### src/rtl/nco_sweep_ctrl.sv
// -----------------------------------------------------------------------------
// nco_sweep_ctrl
//
// Frequency-sweep sequencer for the NCO step input. On start it loads a first
// tuning word, then after each dwell adds a fixed increment, for a programmed
// number of steps, and pulses o_done at the end of the pass. Increments
// saturate at the all-ones tuning word and raise the sticky o_sat flag.
//
// Build option:
//   NCO_SWEEP_LOOP_EN  when defined, a finished pass restarts at the latched
//                      start word instead of returning to idle; the sweep then
//                      repeats until abort or reset.
//
// Ports:
//   i_clk        system clock
//   i_rst        synchronous active-high reset
//   i_start      start request (accepted only in idle, and only without abort)
//   i_abort      abort request (wins over start; stops a running sweep)
//   i_f_start    first tuning word
//   i_f_step     unsigned increment per step
//   i_n_steps    number of increments (n_steps+1 frequencies visited)
//   i_dwell      cycles per frequency, 0 treated as 1
//   o_freq_step  tuning word to the NCO
//   o_busy       sweep in progress
//   o_step_stb   one-cycle pulse when a new o_freq_step value first appears
//   o_done       one-cycle pulse at the end of a pass
//   o_sat        sticky saturation flag for the current sweep
// -----------------------------------------------------------------------------
module nco_sweep_ctrl #(
  parameter int FW = 10,
  parameter int NW = 8,
  parameter int DW = 24
) (
  input  logic          i_clk,
  input  logic          i_rst,
  input  logic          i_start,
  input  logic          i_abort,
  input  logic [FW-1:0] i_f_start,
  input  logic [FW-1:0] i_f_step,
  input  logic [NW-1:0] i_n_steps,
  input  logic [DW-1:0] i_dwell,
  output logic [FW-1:0] o_freq_step,
  output logic          o_busy,
  output logic          o_step_stb,
  output logic          o_done,
  output logic          o_sat
);

  localparam logic [DW-1:0] DW_ONE = DW'(1);
  localparam logic [NW-1:0] NW_ONE = NW'(1);

  typedef enum logic {ST_IDLE, ST_DWELL} state_t;

  state_t        state_reg,  state_next;
  logic [FW-1:0] freq_reg,   freq_next;
  logic [FW-1:0] step_reg,   step_next;
  logic [NW-1:0] k_reg,      k_next;
  logic [NW-1:0] nsteps_reg, nsteps_next;
  logic [DW-1:0] cnt_reg,    cnt_next;
  logic [DW-1:0] dwell_reg,  dwell_next;
  logic          busy_reg,   busy_next;
  logic          stb_reg,    stb_next;
  logic          done_reg,   done_next;
  logic          sat_reg,    sat_next;
`ifdef NCO_SWEEP_LOOP_EN
  logic [FW-1:0] fstart_reg, fstart_next;
`endif

  // One extra bit catches the carry-out; on carry every result bit is forced
  // high, which is exactly the saturated all-ones word.
  logic [FW:0]   sum;
  logic [FW-1:0] sum_sat;
  logic          dwell_end;

  assign sum = {1'b0, freq_reg} + {1'b0, step_reg};

  generate
    for (genvar gi = 0; gi < FW; gi++) begin : g_sat
      assign sum_sat[gi] = sum[gi] | sum[FW];
    end
  endgenerate

  // dwell_reg is never 0 while sweeping (0 is mapped to 1 at start).
  assign dwell_end = (cnt_reg == (dwell_reg - DW_ONE));

  always_comb begin
    state_next  = state_reg;
    freq_next   = freq_reg;
    step_next   = step_reg;
    k_next      = k_reg;
    nsteps_next = nsteps_reg;
    cnt_next    = cnt_reg;
    dwell_next  = dwell_reg;
    busy_next   = busy_reg;
    sat_next    = sat_reg;
    stb_next    = 1'b0;
    done_next   = 1'b0;
`ifdef NCO_SWEEP_LOOP_EN
    fstart_next = fstart_reg;
`endif

    case (state_reg)
      ST_IDLE: begin
        if (i_start && !i_abort) begin
          step_next   = i_f_step;
          nsteps_next = i_n_steps;
          dwell_next  = (i_dwell == '0) ? DW_ONE : i_dwell;
          freq_next   = i_f_start;
`ifdef NCO_SWEEP_LOOP_EN
          fstart_next = i_f_start;
`endif
          k_next      = '0;
          cnt_next    = '0;
          sat_next    = 1'b0;
          busy_next   = 1'b1;
          stb_next    = 1'b1;
          state_next  = ST_DWELL;
        end
      end

      ST_DWELL: begin
        // Abort takes priority over a step or pass end in the same cycle.
        if (i_abort) begin
          busy_next  = 1'b0;
          state_next = ST_IDLE;
        end else if (dwell_end) begin
          cnt_next = '0;
          if (k_reg != nsteps_reg) begin
            freq_next = sum_sat;
            sat_next  = sat_reg | sum[FW];
            k_next    = k_reg + NW_ONE;
            stb_next  = 1'b1;
          end else begin
            done_next = 1'b1;
`ifdef NCO_SWEEP_LOOP_EN
            freq_next = fstart_reg;
            k_next    = '0;
            sat_next  = 1'b0;
            stb_next  = 1'b1;
`else
            busy_next  = 1'b0;
            state_next = ST_IDLE;
`endif
          end
        end else begin
          cnt_next = cnt_reg + DW_ONE;
        end
      end

      default: state_next = ST_IDLE;
    endcase
  end

  always_ff @(posedge i_clk) begin
    if (i_rst) begin
      state_reg  <= ST_IDLE;
      freq_reg   <= '0;
      step_reg   <= '0;
      k_reg      <= '0;
      nsteps_reg <= '0;
      cnt_reg    <= '0;
      dwell_reg  <= '0;
      busy_reg   <= 1'b0;
      stb_reg    <= 1'b0;
      done_reg   <= 1'b0;
      sat_reg    <= 1'b0;
`ifdef NCO_SWEEP_LOOP_EN
      fstart_reg <= '0;
`endif
    end else begin
      state_reg  <= state_next;
      freq_reg   <= freq_next;
      step_reg   <= step_next;
      k_reg      <= k_next;
      nsteps_reg <= nsteps_next;
      cnt_reg    <= cnt_next;
      dwell_reg  <= dwell_next;
      busy_reg   <= busy_next;
      stb_reg    <= stb_next;
      done_reg   <= done_next;
      sat_reg    <= sat_next;
`ifdef NCO_SWEEP_LOOP_EN
      fstart_reg <= fstart_next;
`endif
    end
  end

  assign o_freq_step = freq_reg;
  assign o_busy      = busy_reg;
  assign o_step_stb  = stb_reg;
  assign o_done      = done_reg;
  assign o_sat       = sat_reg;

endmodule

### config.mk
export PLATFORM = sky130hd
export DESIGN_NAME = nco_sweep_ctrl
export DESIGN_NICKNAME = d
export VERILOG_FILES = /design/src/rtl/nco_sweep_ctrl.sv
export SDC_FILE = /design/constraint.sdc
export NUM_CORES = 1
export LEC_CHECK = 0
export BUFFER_PORTS_ARGS = -buffer_cell sky130_fd_sc_hd__buf_4
export CAP_MARGIN = 20
export CORE_AREA = 2 2 106 108
export DETAILED_ROUTE_END_ITERATION = 10
export DIE_AREA = 0 0 108 110
export MAX_ROUTING_LAYER = met4
export PLACE_DENSITY = 0.71
export SLEW_MARGIN = 40
export SYNTH_ARGS = -nofsm -noshare
export SYNTH_HDL_FRONTEND = slang
export SYNTH_SLANG_ARGS = --single-unit
### constraint.sdc
create_clock -name i_clk -period 8.8 [get_ports i_clk]
set_input_delay 1.76 -clock i_clk [delete_from_list [all_inputs] [get_ports i_clk]]
set_output_delay 1.76 -clock i_clk [all_outputs]
set_load 0.02 [all_outputs]
==> out/metrics.csv <==
metric,value,unit
synth_common_cells,"nand2_1 (113), dfxtp_1 (89), a21oi_1 (52), nand3_1 (40), xnor2_1 (40)",
diodes,0,
post_cts.repair.setup_buffers,0,
syn-num-nets,753,
synth_most_common_cell,nand2_1,
fillers,1023,
core,10700,sq um
max-vdd-ir-drop,100.5,uV
setup_viol,0,
io_pins,70,
h-tree-depth,3,
drc,0,
syn_area,5360,sq um
synth_flop_cell,dfxtp_1,
antenna_left,0,
path_clk_slew,0.10,ns
slew_violations,0,
cts_tree,done,
clk_latency,0.38,ns
io_buffers,69,
worst_setup_path_end_kind,flop,
async_reset_ff_share,0,%
die_w,108,microns
multi_input_area,3332,sq um
overflow,0,
critPathArrivalTime,4.18,ns
worst_pin_slew,0.7723,ns
fin_setup_tns,0,ns
start_util,50.11,%
power_density,143.8,nW/um^2
fin_util,56.83,%
final_cells,865,
cts.root.buffer_cell,clkbuf_8,
synth_enable_flop_cells,0,
cts_made_buffers,9,
gp_congestion,0.9668,
hold_class,reg -> reg,
drive_above_1_share,15.31,%
crit_path_top_delay_cell,and4_2,
crit_buf_inv,1,
synthCells,683,
vias,5116,
grt_usage,25.36,%
totalWireLength,13990,microns
fin_skew,0.01417,ns
cts_max_path_buffers,2,
clock.fmax,0.2557,GHz
cts_resized,0,
cts.sinks,89,
area_growth,13.42,%
seq_area_frac_synth,33.24,%
critical_path_class,reg -> reg,
placed_area,5899,sq um
design_area,6080,sq um
slowest_delay,0.70,ns
grt_antenna_before_repair,0,
critPathRequiredTime,9.07,ns
grt_pass1_wl,23140,microns
syn_area_per_cell,7.848,sq um
synth_top_area_share,33.24,%
total_power,874.3,uW
dp.cells,849,
post-route-period-util,44.45,%
synthDistinctLibCells,71,
rows,38,
synth_area_leaders,"dfxtp_1 (33%), nand2_1 (7.9%), xnor2_1 (6.5%)",
synth_largest_area_cell,dfxtp_1,
first_global_vias,4744,
crit_path_max_fanout,30,
nets,790,
cap_violations,0,
maxSlewHeadroom,48.04,%
critPathTopFamily,simple AND/OR/NAND/NOR gates,
dieArea,11880,sq um
via_per_inst,5.914,
ys_ff_latch,89,
ys_warn_count,0,
dp_hpwl,10110,microns
critPathLaunchType,flop,
hold_viol,0,
rsz0062_at_grt,no,
cts_hold_buffers,0,
drt-initial-drc-count,332,
die_h,110,microns
critical_path.cell_chain,"inv_1, ha_1, or4b_1, a2111oi_0, a21oi_1, o22a_1, a2111oi_2, and4_2, nor2_2, mux2_1",
leakage,0.002204,uW
layout_min_cycle_time,3.912,ns
dr.pass1.iters,5,
grt_start_max_net_pins,65,
seq_area,1782,sq um
detail_route.wl_per_cell,16.17,microns
status,finished clean,
## cells in the final DEF (no fill, tap or decap), drive strengths merged, types with 5 or more instances in the layout
cell	count
inv	20
nand2	113
and3	14
mux2i	17
or3	5
nor4	17
a31oi	16
clkbuf	10
o2111ai	5
buf	73
nand4	13
nand3	40
xnor2	40
a21oi	52
xor2	12
ha	13
o211ai	5
o21ai	20
nor2	35
dfxtp	89
or4b	5
nor3	29
nor2b	5
## cell type report
| class | count | share of cell area, % |
|---|---|---|
| sequential | 89 | 29.31 |
| inverter | 19 | 1.173 |
| clock buffer | 10 | 2.099 |
| timing repair buffer | 73 | 9.014 |
| clock inverter | 6 | 0.7203 |
| multi-input combinational | 528 | 54.81 |
| tap | 140 | 2.881 |
## path summary, 6_finish.rpt
path / startpoint / cells after the start / slack (ns) / end
worst max-delay path: dwell_reg[0]$_SDFFE_PP0P_ / 10 / 4.89 / o_freq_step[9]$_SDFFE_PP0P_
worst min-delay path: step_reg[7]$_SDFFE_PP0P_ / 2 / 0.47 / step_reg[7]$_SDFFE_PP0P_
worst max register to register: dwell_reg[0]$_SDFFE_PP0P_ / 10 / 4.89 / o_freq_step[9]$_SDFFE_PP0P_
worst min register to register: step_reg[7]$_SDFFE_PP0P_ / 2 / 0.47 / step_reg[7]$_SDFFE_PP0P_
## cell families after synthesis
kind of cell | share of synthesized area [%]
xor gates and xnor gates | 8.497
buffers and inverters | 4.925
DFF | 33.24
muxes | 3.595
adders and majority gates | 3.408
AOI/OAI and AO/OA | 17.34
and+or+nand+nor | 28.99
## tightest hold or removal path, cell delays in order, from the launching register on
cell	delay, ns
dfxtp_1	0.32
nand2_1	0.05
a21oi_1	0.06
## report_power, final
group	switching, uW	leakage [uW]	total (uW)	internal, uW
sequential	18.7	0.000724	435	416
clock	154	0.0000749	257	103
combinational	101	0.00141	183	81.3
## metrics by stage
| stage | setup WS, ns | hold slack [ns] |
|---|---|---|
| floorplan | 5.706 | 0.4400 |
| global placement | 4.892 | 0.4491 |
| detailed placement | 4.707 | 0.4571 |
| CTS | 4.683 | 0.4738 |
| global route | 4.660 | 0.4838 |
| finish | 4.888 | 0.4727 |
## per-layer routing
metal | up-vias | routed length (microns) | share of wire (%) | track usage (%)
met1 | 2400 | 6737 | 48 | 34.56
met5 | - | 0 | 0 | -
met2 | 155 | 6192 | 44 | 38.50
li1 | 2535 | - | - | -
met3 | 26 | 728 | 5.2 | 3.704
met4 | 0 | 328 | 2.3 | 9.158
No activity file was read; power rests on OpenSTA's default activity.
